$ cat src/rtl/lsu_mem_ctrl_pkg.sv
// Shared types and helpers for the load/store sequencer: Data_T/LS codes, states,
// and the byte-enable / lane-replication arithmetic.
package lsu_mem_ctrl_pkg;

    typedef enum logic [2:0] {
        DT_SW  = 3'b000,
        DT_SH  = 3'b001,
        DT_SB  = 3'b010,
        DT_LBU = 3'b011,
        DT_LW  = 3'b100,
        DT_LB  = 3'b101,
        DT_LH  = 3'b110,
        DT_LHU = 3'b111
    } data_t_e;

    typedef enum logic [1:0] {
        LS_NONE  = 2'b00,
        LS_LOAD  = 2'b01,
        LS_STORE = 2'b10,
        LS_RSVD  = 2'b11
    } ls_e;

    typedef enum logic [1:0] {
        ST_IDLE = 2'b00,
        ST_REQ  = 2'b01,
        ST_WAIT = 2'b10,
        ST_DONE = 2'b11
    } state_e;

    typedef enum logic [1:0] {
        SZ_BYTE = 2'b00,
        SZ_HALF = 2'b01,
        SZ_WORD = 2'b10
    } size_e;

    function automatic size_e access_size(input logic [2:0] dt);
        size_e sz;
        case (dt)
            DT_SB, DT_LB, DT_LBU: sz = SZ_BYTE;
            DT_SH, DT_LH, DT_LHU: sz = SZ_HALF;
            default:              sz = SZ_WORD;
        endcase
        return sz;
    endfunction

    function automatic logic misaligned(input size_e sz, input logic [1:0] lo);
        return (sz == SZ_HALF && lo[0]) || (sz == SZ_WORD && lo != 2'b00);
    endfunction

    // Offending low bits are dropped so halves/words land on their natural lanes.
    function automatic logic [1:0] align_lo(input size_e sz, input logic [1:0] lo);
        logic [1:0] r;
        case (sz)
            SZ_BYTE: r = lo;
            SZ_HALF: r = {lo[1], 1'b0};
            default: r = 2'b00;
        endcase
        return r;
    endfunction

    function automatic logic [3:0] byte_en(input size_e sz, input logic [1:0] lo);
        logic [3:0] r;
        case (sz)
            SZ_BYTE: r = 4'b0001 << lo;
            SZ_HALF: r = 4'b0011 << {lo[1], 1'b0};
            default: r = 4'b1111;
        endcase
        return r;
    endfunction

    function automatic logic [31:0] lane_rep(input size_e sz, input logic [31:0] wd);
        logic [31:0] r;
        case (sz)
            SZ_BYTE: r = {4{wd[7:0]}};
            SZ_HALF: r = {2{wd[15:0]}};
            default: r = wd;
        endcase
        return r;
    endfunction

endpackage

$ cat src/rtl/lsu_mem_ctrl_if.sv
// Word-wide data-memory port with request/grant and read-valid handshake.
interface lsu_mem_ctrl_if #(
    parameter int ADDR_W = 32
) ();
    logic              mem_req;
    logic              mem_we;
    logic [ADDR_W-1:0] mem_addr;
    logic [3:0]        mem_be;
    logic [31:0]       mem_wdata;
    logic              mem_gnt;
    logic              mem_rvalid;
    logic [31:0]       mem_rdata;

    modport master (
        output mem_req, mem_we, mem_addr, mem_be, mem_wdata,
        input  mem_gnt, mem_rvalid, mem_rdata
    );

    modport slave (
        input  mem_req, mem_we, mem_addr, mem_be, mem_wdata,
        output mem_gnt, mem_rvalid, mem_rdata
    );
endinterface

$ cat src/rtl/lsu_load_align.sv
// Combinational load-lane extraction with sign/zero extension by Data_T.
module lsu_load_align
    import lsu_mem_ctrl_pkg::*;
(
    input  logic [2:0]  data_t,
    input  logic [1:0]  addr_lo,
    input  logic [31:0] mem_rdata,
    output logic [31:0] result
);

    logic [7:0]  byte_lane;
    logic [15:0] half_lane;

    always_comb begin
        byte_lane = mem_rdata[{addr_lo, 3'b000} +: 8];
        half_lane = addr_lo[1] ? mem_rdata[31:16] : mem_rdata[15:0];
        case (data_t)
            DT_LB:   result = {{24{byte_lane[7]}}, byte_lane};
            DT_LBU:  result = {24'h000000, byte_lane};
            DT_LH:   result = {{16{half_lane[15]}}, half_lane};
            DT_LHU:  result = {16'h0000, half_lane};
            default: result = mem_rdata;
        endcase
    end

endmodule

$ cat src/rtl/lsu_mem_ctrl.sv
// Load/store sequencer: latches one access, runs the memory handshake, returns extended
// load data. Optional misalignment trap under LSU_MISALIGN_TRAP_EN.
//   state   | meaning
//   IDLE    | waiting for LS load/store
//   REQ     | mem_req high until grant or timeout
//   WAIT    | load granted, waiting for mem_rvalid or timeout
//   DONE    | one-cycle done (and bus_err on timeout/trap)
module lsu_mem_ctrl
    import lsu_mem_ctrl_pkg::*;
#(
    parameter int ADDR_W  = 32,
    parameter int TIMEOUT = 255
) (
    input  logic              clk,
    input  logic              rst_n,
    input  logic [1:0]        LS,
    input  logic [2:0]        Data_T,
    input  logic [ADDR_W-1:0] addr,
    input  logic [31:0]       wdata,
    output logic              busy,
    output logic              done,
    output logic [31:0]       rdata,
    output logic              bus_err,
    lsu_mem_ctrl_if.master    mem
);

    localparam int CNT_W = (TIMEOUT < 2) ? 1 : $clog2(TIMEOUT + 1);

    state_e            state_q, state_d;
    logic              err_q, err_d;
    logic [CNT_W-1:0]  cnt_q;
    logic              store_q;
    logic [2:0]        dt_q;
    logic [1:0]        lo_q;
    logic [ADDR_W-1:0] maddr_q;
    logic [3:0]        be_q;
    logic [31:0]       wdata_q;
    logic [31:0]       rdata_q;
    logic [31:0]       align_res;

    size_e             acc_size;
    logic [1:0]        acc_lo;
    logic              accept;
    logic              trap;
    logic              timeout_hit;

    assign acc_size    = access_size(Data_T);
    assign acc_lo      = align_lo(acc_size, addr[1:0]);
    assign accept      = (state_q == ST_IDLE) && (LS == LS_LOAD || LS == LS_STORE);
    assign timeout_hit = (TIMEOUT != 0) && (cnt_q == CNT_W'(TIMEOUT - 1));

`ifdef LSU_MISALIGN_TRAP_EN
    assign trap = misaligned(acc_size, addr[1:0]);
`else
    assign trap = 1'b0;
`endif

    always_ff @(posedge clk or negedge rst_n) begin
        if (!rst_n) begin
            state_q <= ST_IDLE;
            err_q   <= 1'b0;
        end else begin
            state_q <= state_d;
            err_q   <= err_d;
        end
    end

    // Grant beats rvalid in REQ; a response beats the timeout in the same cycle.
    always_comb begin
        state_d = state_q;
        err_d   = 1'b0;
        case (state_q)
            ST_IDLE: begin
                if (accept) begin
                    if (trap) begin
                        state_d = ST_DONE;
                        err_d   = 1'b1;
                    end else begin
                        state_d = ST_REQ;
                    end
                end
            end
            ST_REQ: begin
                if (mem.mem_gnt) begin
                    state_d = store_q ? ST_DONE : ST_WAIT;
                end else if (timeout_hit) begin
                    state_d = ST_DONE;
                    err_d   = 1'b1;
                end
            end
            ST_WAIT: begin
                if (mem.mem_rvalid) begin
                    state_d = ST_DONE;
                end else if (timeout_hit) begin
                    state_d = ST_DONE;
                    err_d   = 1'b1;
                end
            end
            default: state_d = ST_IDLE;
        endcase
    end

    always_ff @(posedge clk or negedge rst_n) begin
        if (!rst_n) begin
            cnt_q <= '0;
        end else if (state_d != state_q) begin
            cnt_q <= '0;
        end else if (state_q == ST_REQ || state_q == ST_WAIT) begin
            cnt_q <= cnt_q + CNT_W'(1);
        end
    end

    always_ff @(posedge clk or negedge rst_n) begin
        if (!rst_n) begin
            store_q <= 1'b0;
            dt_q    <= 3'b000;
            lo_q    <= 2'b00;
            maddr_q <= '0;
            be_q    <= 4'b0000;
            wdata_q <= 32'h0;
            rdata_q <= 32'h0;
        end else if (accept) begin
            store_q <= (LS == LS_STORE);
            dt_q    <= Data_T;
            lo_q    <= acc_lo;
            maddr_q <= {addr[ADDR_W-1:2], 2'b00};
            be_q    <= byte_en(acc_size, acc_lo);
            wdata_q <= lane_rep(acc_size, wdata);
            rdata_q <= 32'h0;
        end else if (state_q == ST_WAIT && mem.mem_rvalid) begin
            rdata_q <= align_res;
        end
    end

    lsu_load_align u_load_align (
        .data_t    (dt_q),
        .addr_lo   (lo_q),
        .mem_rdata (mem.mem_rdata),
        .result    (align_res)
    );

    assign busy          = (state_q != ST_IDLE);
    assign done          = (state_q == ST_DONE);
    assign bus_err       = err_q;
    assign rdata         = rdata_q;
    assign mem.mem_req   = (state_q == ST_REQ);
    assign mem.mem_we    = store_q;
    assign mem.mem_addr  = maddr_q;
    assign mem.mem_be    = be_q;
    assign mem.mem_wdata = wdata_q;

endmodule

$ cat src/flat_wrapper.sv
// flat-port wrapper written by rule: the top's interface ports become plain ports
module lsu_mem_ctrl_flat import lsu_mem_ctrl_pkg::*;
#(
    parameter int ADDR_W  = 32,
    parameter int TIMEOUT = 255
)
  (clk, rst_n, LS, Data_T, addr, wdata, busy, done, rdata, bus_err, mem_mem_req, mem_mem_we, mem_mem_addr, mem_mem_be, mem_mem_wdata, mem_mem_gnt, mem_mem_rvalid, mem_mem_rdata);
  lsu_mem_ctrl_if #(.ADDR_W(ADDR_W)) mem_i ();
  input  logic clk;
  input  logic rst_n;
  input  logic [1:0] LS;
  input  logic [2:0] Data_T;
  input  logic [ADDR_W-1:0] addr;
  input  logic [31:0] wdata;
  output logic busy;
  output logic done;
  output logic [31:0] rdata;
  output logic bus_err;
  output wire logic [$bits(mem_i.mem_req)-1:0] mem_mem_req;
  output wire logic [$bits(mem_i.mem_we)-1:0] mem_mem_we;
  output wire logic [$bits(mem_i.mem_addr)-1:0] mem_mem_addr;
  output wire logic [$bits(mem_i.mem_be)-1:0] mem_mem_be;
  output wire logic [$bits(mem_i.mem_wdata)-1:0] mem_mem_wdata;
  input wire logic [$bits(mem_i.mem_gnt)-1:0] mem_mem_gnt;
  input wire logic [$bits(mem_i.mem_rvalid)-1:0] mem_mem_rvalid;
  input wire logic [$bits(mem_i.mem_rdata)-1:0] mem_mem_rdata;
  assign mem_mem_req = mem_i.mem_req;
  assign mem_mem_we = mem_i.mem_we;
  assign mem_mem_addr = mem_i.mem_addr;
  assign mem_mem_be = mem_i.mem_be;
  assign mem_mem_wdata = mem_i.mem_wdata;
  assign mem_i.mem_gnt = mem_mem_gnt;
  assign mem_i.mem_rvalid = mem_mem_rvalid;
  assign mem_i.mem_rdata = mem_mem_rdata;
  lsu_mem_ctrl #(.ADDR_W(ADDR_W), .TIMEOUT(TIMEOUT)) u_core (.clk(clk), .rst_n(rst_n), .LS(LS), .Data_T(Data_T), .addr(addr), .wdata(wdata), .busy(busy), .done(done), .rdata(rdata), .bus_err(bus_err), .mem(mem_i));
endmodule
$ cat config.mk
export PLATFORM = sky130hd
export DESIGN_NAME = lsu_mem_ctrl_flat
export DESIGN_NICKNAME = d
export VERILOG_FILES = /design/src/rtl/lsu_mem_ctrl_pkg.sv /design/src/rtl/lsu_mem_ctrl_if.sv /design/src/rtl/lsu_load_align.sv /design/src/rtl/lsu_mem_ctrl.sv /design/src/flat_wrapper.sv
export SDC_FILE = /design/constraint.sdc
export NUM_CORES = 1
export LEC_CHECK = 0
export BUFFER_PORTS_ARGS = -buffer_cell sky130_fd_sc_hd__buf_2
export CAP_MARGIN = 20
export CORE_MARGIN = 3
export CORE_UTILIZATION = 44
export CTS_CLUSTER_DIAMETER = 100
export DETAILED_ROUTE_END_ITERATION = 7
export PLACE_DENSITY = 0.76
export SETUP_SLACK_MARGIN = 0.1
export SYNTH_ARGS = -nofsm -noshare
export SYNTH_HDL_FRONTEND = slang
export SYNTH_SLANG_ARGS = --single-unit
$ cat constraint.sdc
create_clock -name clk -period 1.8 [get_ports clk]
set_input_delay 0.27 -clock clk [delete_from_list [all_inputs] [get_ports clk]]
set_output_delay 0.27 -clock clk [all_outputs]
set_load 0.01 [all_outputs]
==> flow_metrics.env, run 1 <==
export IMPL_powerDensity_nw_per_um2=1810
export IMPL_slowest_stage="mux4_2"
export IMPL_drt_wirelength_per_cell_um=16.9
export IMPL_port_buffers=207
export IMPL_cp_depth=5
export IMPL_finalPower_mw=14.4
export IMPL_nNetsFinal=979
export IMPL_postRouteAntennaNets=0
export IMPL_maxCapViolCount=0
export IMPL_totalWireLength_mm=17.7
export IMPL_avgSynthCellArea_um2=8.82
export IMPL_hold_end="u_core.mem.mem_addr[19]"
export IMPL_ys_flop_type="dfrtp_1"
export IMPL_drc=0
export IMPL_critPathLaunchType="flip-flop"
export IMPL_tritoncts="built"
export IMPL_route_vias_total=5551
export IMPL_placed_area_um2=6990
export IMPL_peakVddDrop_mv=1.05
export IMPL_crit_buf_inv=1
export IMPL_via_per_inst=5.30
export IMPL_critical_path_class="flip-flop to flip-flop"
export IMPL_yosys_warnings=0
export IMPL_synth_seq_area_share_pct=52.3
export IMPL_ios=210
export IMPL_fin_skew_ps=10.9
export IMPL_htreeDepth=4
export IMPL_leakage_nw=4.06
export IMPL_hold_violations=0
export IMPL_syn_inst=624
export IMPL_final_util_pct=65.7
export IMPL_min_delay_start="addr[19]"
export IMPL_synth_area_um2=5510
export IMPL_syn2layout_area_growth_pct=44.4
export IMPL_first_global_vias=5411
export IMPL_drt_iter0_drc=457
export IMPL_async_flop_share_pct=100
export IMPL_numCtsBuffers=17
export IMPL_r2r_slack_ps=0.7
export IMPL_hold_class="input pin to flip-flop"
export IMPL_max_freq_ghz=0.556
export IMPL_gp_congestion=0.851
export IMPL_synth_edff_count=0
export IMPL_slowest_delay_ps=520
export IMPL_grt_pass1_wl_mm=27.1
export IMPL_crit_fanout=8
export IMPL_ys_seq_elements=115
export IMPL_startpoint="u_core.lo_q[1]"
export IMPL_cts_max_path_buffers=2
export IMPL_drtPass1Iterations=5
export IMPL_yosysUniqueCellTypes=52
export IMPL_post_route_period_util_pct=100
export IMPL_crit_arrival_ps=2090
export IMPL_min_path_cells=3
export IMPL_outcome="finished, final reports clean"
export IMPL_dp_hpwl_mm=11.8
export IMPL_rsz0062_at_grt="true"
export IMPL_coreArea_um2=12100
export IMPL_worstPathCellList="mux4_2, buf_6, nand3b_1, nand4_2, o21ai_0"
export IMPL_r2r_cells=5
export IMPL_final_max_slew_viol_count=0
export IMPL_clkTransAtPathRegs_ps=50
export IMPL_grt_overflow=0
export IMPL_drive_gt1_share_pct=37.8
export IMPL_crit_required_ps=2090
export IMPL_worst_setup_path_end_kind="flip-flop"
export IMPL_num_antenna_cells=0
export IMPL_cpLargestDelayFamily="multiplexers"
export IMPL_r2r_end="u_core.rdata[24]"
export IMPL_track_usage_pct=24.3
export IMPL_die_area_um2=13900
export IMPL_min_period_ps=1800
export IMPL_die_w_um=118
export IMPL_clock_latency_ps=420
export IMPL_setup_viol=0
export IMPL_r2r_start="u_core.lo_q[1]"
export IMPL_fp_row_count=40
export IMPL_cts_sinks=115
export IMPL_final_area_um2=7950
export IMPL_root_buffer="clkbuf_16"
export IMPL_grt_max_degree=52
export IMPL_initial_core_util_pct=45.5
export IMPL_chipHeight_um=118
export IMPL_antenna_found_initial=0
## layout make-up
type	count	area, µm²
clock buffer	23	488
fill	1037	4160
inverter	14	55.1
multi-input combinational	460	2610
timing repair buffer	259	1600
clock inverter	9	103
sequential	115	2880
tap	168	210
## worst reg2reg max path: stages (launching register included)
cell	delay, ps
dfrtp_1	370
mux4_2	520
buf_6	130
nand3b_1	260
nand4_2	250
o21ai_0	130
## repair_timing
item,CTS,global route
hold endpoints to repair,31,0
pin swaps,1,13
setup buffers,3,7
endpoints found under the setup margin,35,109
gates cloned,1,6
hold buffers,1,0
gates resized for setup,10,31
## how the worst max path moves through the flow
stage                             to  slack (ps)
finish              u_core.rdata[24]         0.7
global route         u_core.cnt_q[1]         -70
CTS                  u_core.cnt_q[1]          60
detailed placement  u_core.rdata[16]         -50
global placement     u_core.cnt_q[3]          60
floorplan            u_core.cnt_q[7]          60
## where the power goes
group	internal [mW]	switching, mW	leakage, nW
clock network	2.17	1.14	0.285
registers	3.77	0.706	1.44
logic	2.92	3.71	2.34
total	8.85	5.56	4.06
## cell usage in the layout (no fill, tap or decap), types with 4 or more instances in the layout
cell / count
buf_4: 37
clkbuf_8: 4
ha_4: 4
a22o_1: 8
o21ai_0: 26
a22oi_1: 6
nor3_1: 6
clkbuf_16: 21
buf_6: 5
nand2_1: 191
o21ai_2: 6
inv_1: 12
dfrtp_1: 113
xor2_1: 4
o221ai_1: 7
nor2_1: 56
a31oi_1: 25
nand3_1: 5
mux2i_1: 7
a21oi_1: 18
nor2b_1: 9
and3_1: 10
o211ai_1: 13
buf_2: 206
clkinv_2: 4
buf_12: 5
## cells in the mapped netlist, types with 3 or more instances
master,n,area share (%)
a21o_1,3,0.41
a21oi_1,20,1.8
a22o_1,8,1.3
a22oi_1,6,0.82
a31oi_1,25,2.8
and3_1,13,1.5
buf_2,6,0.55
clkbuf_1,27,1.8
dfrtp_1,115,52
ha_1,7,1.6
inv_1,14,0.95
mux2i_1,7,1.3
nand2_1,191,13
nand3_1,5,0.45
nand4_1,3,0.34
nor2_1,57,3.9
nor2b_1,11,1.2
nor3_1,7,0.64
o211ai_1,13,1.8
o21ai_0,35,3.2
o221ai_1,7,1.1
xor2_1,5,0.80
## sequential cells by signal, summed over array words and instances (netlist names)
name and count:
u_core.rdata 32, u_core.mem.mem_addr 30, u_core.mem.mem_we 1, u_core.mem.mem_be 4
u_core.cnt_q 8, u_core.lo_q 2, u_core.state_q 2, u_core.dt_q 3
u_core.mem.mem_wdata 32, u_core.bus_err 1
## logic make-up (layout without fill, tap and decap cells)
kind of cell	count (synthesis)	count (layout)	share of synthesized area (%)
other cells	1	2	0.0681
simple gates	302	304	23.4
fa+ha+maj	8	8	1.77
buf+inv	52	305	4.11
xor+xnor	8	8	1.41
compound gates	130	130	15.3
flops	115	115	52.3
mux	8	8	1.68
## metrics by stage
| step | TNS [ps] | setup WS [ps] | hold WS, ps | instances |
|---|---|---|---|---|
| after floorplan | 0 | 57.4 | -25.6 | 625 |
| after global placement | 0 | 56.8 | 253 | 999 |
| after detailed placement | -364 | -45.0 | 253 | 999 |
| after CTS | 0 | 56.4 | 36.0 | 1035 |
| after global routing | -442 | -66.5 | 43.7 | 1048 |
| final | 0 | 0.736 | 45.2 | 1048 |
## routing by layer
layer | vias up | track usage [%] | share of wire (%)
met5 | - | 0 | 0
met4 | 0 | 8.35 | 1.5
met3 | 24 | 8.51 | 9.4
met2 | 266 | 39.5 | 49
met1 | 2650 | 30.4 | 40
li1 | 2611 | - | -
(Power assumes the default switching activity.)
==> run 2: changes to the inputs <==
CORE_ASPECT_RATIO = 0.7   (was not set)
HOLD_SLACK_MARGIN = 0.15   (was not set)
==> run 2 against run 1 <==
Fmax grew 3.4%. Critical path depth is 1 higher. Hold slack improved by 120 ps. Clock-buffer cell count down 5. Cell count up 4.8%. Largest cell class unchanged. Largest power group unchanged.
==> flow_metrics.env, run 2 (same netlist as run 1, synthesis figures left out) <==
export IMPL_setup_tns_ps=0
export IMPL_antenna_found_initial=1
export IMPL_numCtsBuffers=17
export IMPL_grt_pass1_wl_mm=28.1
export IMPL_worst_setup_path_end_kind="flip-flop"
export IMPL_final_cell_mix="buf_2, nand2_1, dfrtp_1"
export IMPL_worstPathCellList="buf_6, ha_4, and3_4, o31ai_4, o2111ai_4, a2111oi_4"
export IMPL_slowest_stage="dfrtp_2"
export IMPL_finalPower_mw=14.6
export IMPL_internal_power_mw=8.93
export IMPL_hold_violations=0
export IMPL_final_util_pct=71.3
export IMPL_die_w_um=140
export IMPL_crit_fanout=8
export IMPL_via_per_inst=5.27
export IMPL_nFillCells=896
export IMPL_ios=210
export IMPL_syn2layout_area_growth_pct=55.1
export IMPL_grt_overflow=0
export IMPL_htreeDepth=4
export IMPL_rsz0062_at_grt="true"
export IMPL_hold_class="input pin to flip-flop"
export IMPL_tritoncts="built"
export IMPL_drt_iter0_drc=405
export IMPL_p_sw_mw=5.65
export IMPL_slowest_delay_ps=410
export IMPL_totalWireLength_mm=18.5
export IMPL_clock_latency_ps=410
export IMPL_pwr_share_clk_pct=23.9
export IMPL_first_global_vias=5635
export IMPL_num_antenna_cells=0
export IMPL_postRouteAntennaNets=0
export IMPL_port_buffers=207
export IMPL_final_max_slew_viol_count=0
export IMPL_gp_congestion=0.894
export IMPL_track_usage_pct=25.1
export IMPL_drive_gt1_share_pct=34.9
export IMPL_fin_skew_ps=8.12
export IMPL_sequentialPowerShare_pct=30.4
export IMPL_swShare_pct=38.7
export IMPL_peakVddDrop_mv=1.05
export IMPL_post_route_period_util_pct=96.6
export IMPL_route_vias_total=5789
export IMPL_final_common_cell="buf_2"
export IMPL_cts_max_path_buffers=2
export IMPL_die_area_um2=13900
export IMPL_coreArea_um2=12000
export IMPL_critical_path_class="flip-flop to flip-flop"
export IMPL_root_buffer="clkbuf_16"
export IMPL_initial_core_util_pct=46.0
export IMPL_r2r_start="u_core.state_q[0]"
export IMPL_crit_arrival_ps=2040
export IMPL_post_place_ws_ps=-76.6
export IMPL_grt_max_degree=48
export IMPL_crit_buf_inv=1
export IMPL_worst_slack_ps=60.4
export IMPL_clkTransAtPathRegs_ps=50
export IMPL_fp_row_count=33
export IMPL_comb_power_share_pct=45.7
export IMPL_drtPass1Iterations=5
export IMPL_max_freq_ghz=0.575
export IMPL_leakage_nw=4.32
export IMPL_drc=0
export IMPL_maxCapViolCount=0
export IMPL_powerDensity_nw_per_um2=1710
export IMPL_crit_required_ps=2100
export IMPL_cts_sinks=115
export IMPL_setup_viol=0
export IMPL_cpLargestDelayFamily="compound AO/OA/AOI/OAI gates"
export IMPL_drt_wirelength_per_cell_um=16.9
export IMPL_chipHeight_um=99.6
export IMPL_min_period_ps=1740
export IMPL_critPathLaunchType="flip-flop"
export IMPL_startpoint="u_core.state_q[0]"
export IMPL_min_delay_start="mem_mem_rdata[16]"
export IMPL_dp_hpwl_mm=12.1
export IMPL_outcome="finished, final reports clean"
export IMPL_nNetsFinal=1040
run 2: cell count changes in the layout (fill, tap and decap cells not counted), moves of 2 or more:
cell / change
buf_12: +3
buf_4: +2
buf_6: -3
clkbuf_1: -2
clkbuf_8: -3
clkinv_2: -3
clkinv_4: +3
dlygate4sd3_1: +61
inv_6: +3
o21ai_0: +4
o21ai_2: -5
run 2: repair_timing:
action / CTS / global route
setup endpoints to repair: 32 / 46
gates resized for setup: 7 / 16
pin swaps: 2 / 8
buffers inserted: 2 / 7
endpoints found under the hold margin: 164 / 0
cloned: 0 / 5
hold buffers: 62 / 0
run 2: area by class of cell:
class	count	area (µm²)	share of cell area, %
clock inverters	14	178	2.08
multi-input cells	459	2570	30.1
flip-flops and latches	115	2880	33.7
inverters	14	52.6	0.615
repair buffers	321	2230	26.1
well taps	157	196	2.30
clock buffers	18	439	5.14
run 2: worst min-delay path: stages:
cell and delay, ps:
buf_2 90, nor2_1 50, o21ai_0 120
run 2: worst paths after layout:
kind | end | slack [ps] | depth (start not counted)
max | u_core.cnt_q[1] | 60 | 6
min | u_core.rdata[16] | 170 | 3
max reg2reg | u_core.cnt_q[1] | 60 | 6
min reg2reg | u_core.mem.mem_addr[13] | 470 | 2
max in group asynchronous | u_core.mem.mem_addr[26] | 930 | 3
min in group asynchronous | u_core.mem.mem_addr[7] | 330 | 2
run 2: per-stage QoR:
step | hold WS (ps) | cells | area (µm²)
detailed placement | 216 | 990 | 7040
floorplan | -25.6 | 625 | 5600
finish | 166 | 1098 | 8540
global placement | 211 | 990 | 7040
CTS | 151 | 1086 | 8320
global route | 163 | 1098 | 8540
run 2: metal layers:
metal / global-route usage, % / share of wire [%] / vias up
li1: - / - / 2729
met1: 32.7 / 42 / 2769
met2: 40.5 / 48 / 267
met3: 7.30 / 8.6 / 22
met4: 8.79 / 1.5 / 2
met5: 0 / 0.070 / -
run 2: power by group through the flow:
stage	combinational [mW]	clock (mW)	sequential (mW)
5_1_grt	7.29	3.66	4.58
3_3_place_gp	5.87	0	4.40
4_1_cts	6.16	3.54	4.42
6_report	6.67	3.48	4.43
3_5_place_dp	5.99	0	4.42
2_1_floorplan	2.96	0	4.90
==> run 3: changes to the inputs <==
ABC_AREA = 1   (was not set)
==> run 3 against run 2 <==
Clock-buffer cell count up 3. Via count down 0.73%. Flip-flop and latch count unchanged. Global-route usage down 1.3 points. Cell area down 6.1%. Synthesized area up 0.91%. Largest cell class unchanged.
==> flow_metrics.env, run 3 <==
export IMPL_finalPower_mw=13.6
export IMPL_max_freq_ghz=0.625
export IMPL_min_delay_start="mem_mem_rdata[2]"
export IMPL_chipHeight_um=100
export IMPL_yosys_warnings=0
export IMPL_comb_power_share_pct=44.7
export IMPL_swShare_pct=40.6
export IMPL_hold_end="u_core.rdata[2]"
export IMPL_numCtsBuffers=17
export IMPL_gp_congestion=0.879
export IMPL_die_w_um=140
export IMPL_peakVddDrop_mv=0.904
export IMPL_r2r_end="u_core.rdata[20]"
export IMPL_cts_sinks=115
export IMPL_leakage_nw=4.42
export IMPL_ios=210
export IMPL_final_area_um2=8020
export IMPL_hold_class="input pin to flip-flop"
export IMPL_num_antenna_cells=0
export IMPL_clkTransAtPathRegs_ps=50
export IMPL_synth_edff_count=0
export IMPL_sequentialPowerShare_pct=32.7
export IMPL_internal_power_mw=8.06
export IMPL_antenna_found_initial=0
export IMPL_r2r_cells=10
export IMPL_final_max_slew_viol_count=0
export IMPL_startpoint="u_core.state_q[0]"
export IMPL_clock_latency_ps=400
export IMPL_synth_area_um2=5560
export IMPL_grt_pass1_wl_mm=27.0
export IMPL_final_cell_mix="nand2_1, buf_2, dfrtp_1"
export IMPL_port_buffers=207
export IMPL_worst_setup_path_end_kind="flip-flop"
export IMPL_dp_hpwl_mm=10.8
export IMPL_r2r_slack_ps=200
export IMPL_critical_path_class="flip-flop to flip-flop"
export IMPL_ys_seq_elements=115
export IMPL_synth_seq_area_share_pct=51.8
export IMPL_drc=0
export IMPL_fp_row_count=33
export IMPL_tritoncts="built"
export IMPL_setup_viol=0
export IMPL_via_per_inst=5.00
export IMPL_initial_core_util_pct=46.2
export IMPL_route_vias_total=5747
export IMPL_cts_max_path_buffers=2
export IMPL_synth_top_cell_area_share_pct=51.8
export IMPL_root_buffer="clkbuf_16"
export IMPL_r2r_start="u_core.state_q[0]"
export IMPL_ys_flop_type="dfrtp_1"
export IMPL_min_path_cells=3
export IMPL_htreeDepth=4
export IMPL_drt_wirelength_per_cell_um=14.6
export IMPL_synth_most_common_cell="nand2_1"
export IMPL_nFillCells=960
export IMPL_nNetsFinal=1093
export IMPL_crit_fanout=32
export IMPL_outcome="finished, final reports clean"
export IMPL_setup_tns_ps=0
export IMPL_rsz0062_at_grt="false"
export IMPL_register_area_um2=2880
export IMPL_drive_gt1_share_pct=29.0
export IMPL_powerDensity_nw_per_um2=1690
export IMPL_ys_top_cells_by_count="nand2_1, dfrtp_1, inv_1, o21ai_0, nor2_1"
export IMPL_track_usage_pct=23.8
export IMPL_coreArea_um2=12000
export IMPL_crit_arrival_ps=1880
export IMPL_yosysUniqueCellTypes=31
export IMPL_post_route_period_util_pct=88.9
export IMPL_syn2layout_area_growth_pct=44.3
export IMPL_syn_inst=714
export IMPL_totalWireLength_mm=16.8
export IMPL_yosys_area_top_type="dfrtp_1"
export IMPL_postRouteAntennaNets=0
export IMPL_final_common_cell="nand2_1"
export IMPL_hold_violations=0
export IMPL_min_period_ps=1600
export IMPL_avgSynthCellArea_um2=7.78
export IMPL_first_global_vias=5563
export IMPL_critPathLaunchType="flip-flop"
export IMPL_grt_max_degree=61
export IMPL_crit_required_ps=2080
export IMPL_p_sw_mw=5.52
export IMPL_async_flop_share_pct=100
export IMPL_grt_overflow=0
export IMPL_fin_skew_ps=7.19
export IMPL_drtPass1Iterations=4
export IMPL_placed_area_um2=6820
export IMPL_synth_area_leaders="dfrtp_1, nand2_1, o21ai_0, inv_1, nor2_1"
export IMPL_maxCapViolCount=0
export IMPL_drt_iter0_drc=320
export IMPL_multi_input_area_um2=2340
export IMPL_pwr_share_clk_pct=22.7
export IMPL_die_area_um2=14000
run 3: repair_timing:
action / in CTS / in global routing
buffers inserted: 2 / 4
setup endpoints to repair: 2 / 101
gates resized for setup: 0 / 24
hold endpoints to repair: 161 / 0
hold buffers: 48 / 0
pin swaps: 0 / 3
gates cloned: 0 / 3
run 3: per-layer routing:
| layer | up-vias | GRT usage, % | share of wire (%) | wire, µm |
|---|---|---|---|---|
| li1 | 2778 | - | - | - |
| met1 | 2712 | 33.2 | 46 | 7630 |
| met2 | 236 | 36.6 | 45 | 7600 |
| met3 | 21 | 6.43 | 8.0 | 1340 |
| met4 | 0 | 7.07 | 1.1 | 191 |
| met5 | - | 0 | 0 | 0 |
run 3: power by group through the flow:
stage / Combinational, mW / Sequential, mW / Clock, mW
CTS: 5.73 / 4.41 / 3.14
detailed placement: 5.60 / 4.40 / 0
global placement: 5.48 / 4.41 / 0
finish: 6.07 / 4.44 / 3.08
floorplan: 2.99 / 4.84 / 0
global route: 6.81 / 4.57 / 3.26
run 3: cell families after synthesis:
logic type / Yosys count / share of synthesized area, %
simple gates: 365 / 26.2
buf+inv: 104 / 7.81
other cells: 1 / 0.0675
fa+ha+maj: 7 / 1.58
flops: 115 / 51.8
xor+xnor: 7 / 1.10
compound gates: 115 / 11.5
run 3: layout make-up:
cell class                 count  area share, %
sequential                   115           35.9
multi-input combinational    498           29.1
timing repair buffer         277           22.3
clock buffer                  21           5.74
inverter                      72           3.40
tap                          157           2.45
clock inverter                10           1.06
run 3: worst max-delay path: stages (launching register included):
cell	delay [ps]
dfrtp_1	420
inv_2	110
ha_4	140
inv_1	70
nor2_4	210
inv_2	90
nand2_1	80
inv_2	40
buf_12	150
nand2_1	90
nand2_1	70
run 3: how the worst max path moves through the flow:
stage                                    end  slack [ps]  cells past startpoint
finish                      u_core.rdata[20]         200                     10
global route        u_core.mem.mem_wdata[12]          80                      8
CTS                 u_core.mem.mem_wdata[14]         110                      8
detailed placement  u_core.mem.mem_wdata[14]         110                      8
global placement             u_core.cnt_q[1]         120                     13
floorplan           u_core.mem.mem_wdata[15]         160                      8
run 3: per-stage QoR:
step           hold WS, ps  utilization [%]  instances  setup slack [ps]
2_1_floorplan        -25.6                -        715               161
3_3_place_gp           158             56.8       1062               121
3_5_place_dp           160             56.8       1062               106
4_1_cts                152             65.5       1143               106
5_1_grt                161             66.7       1150              82.3
6_report               166             66.7       1150               199
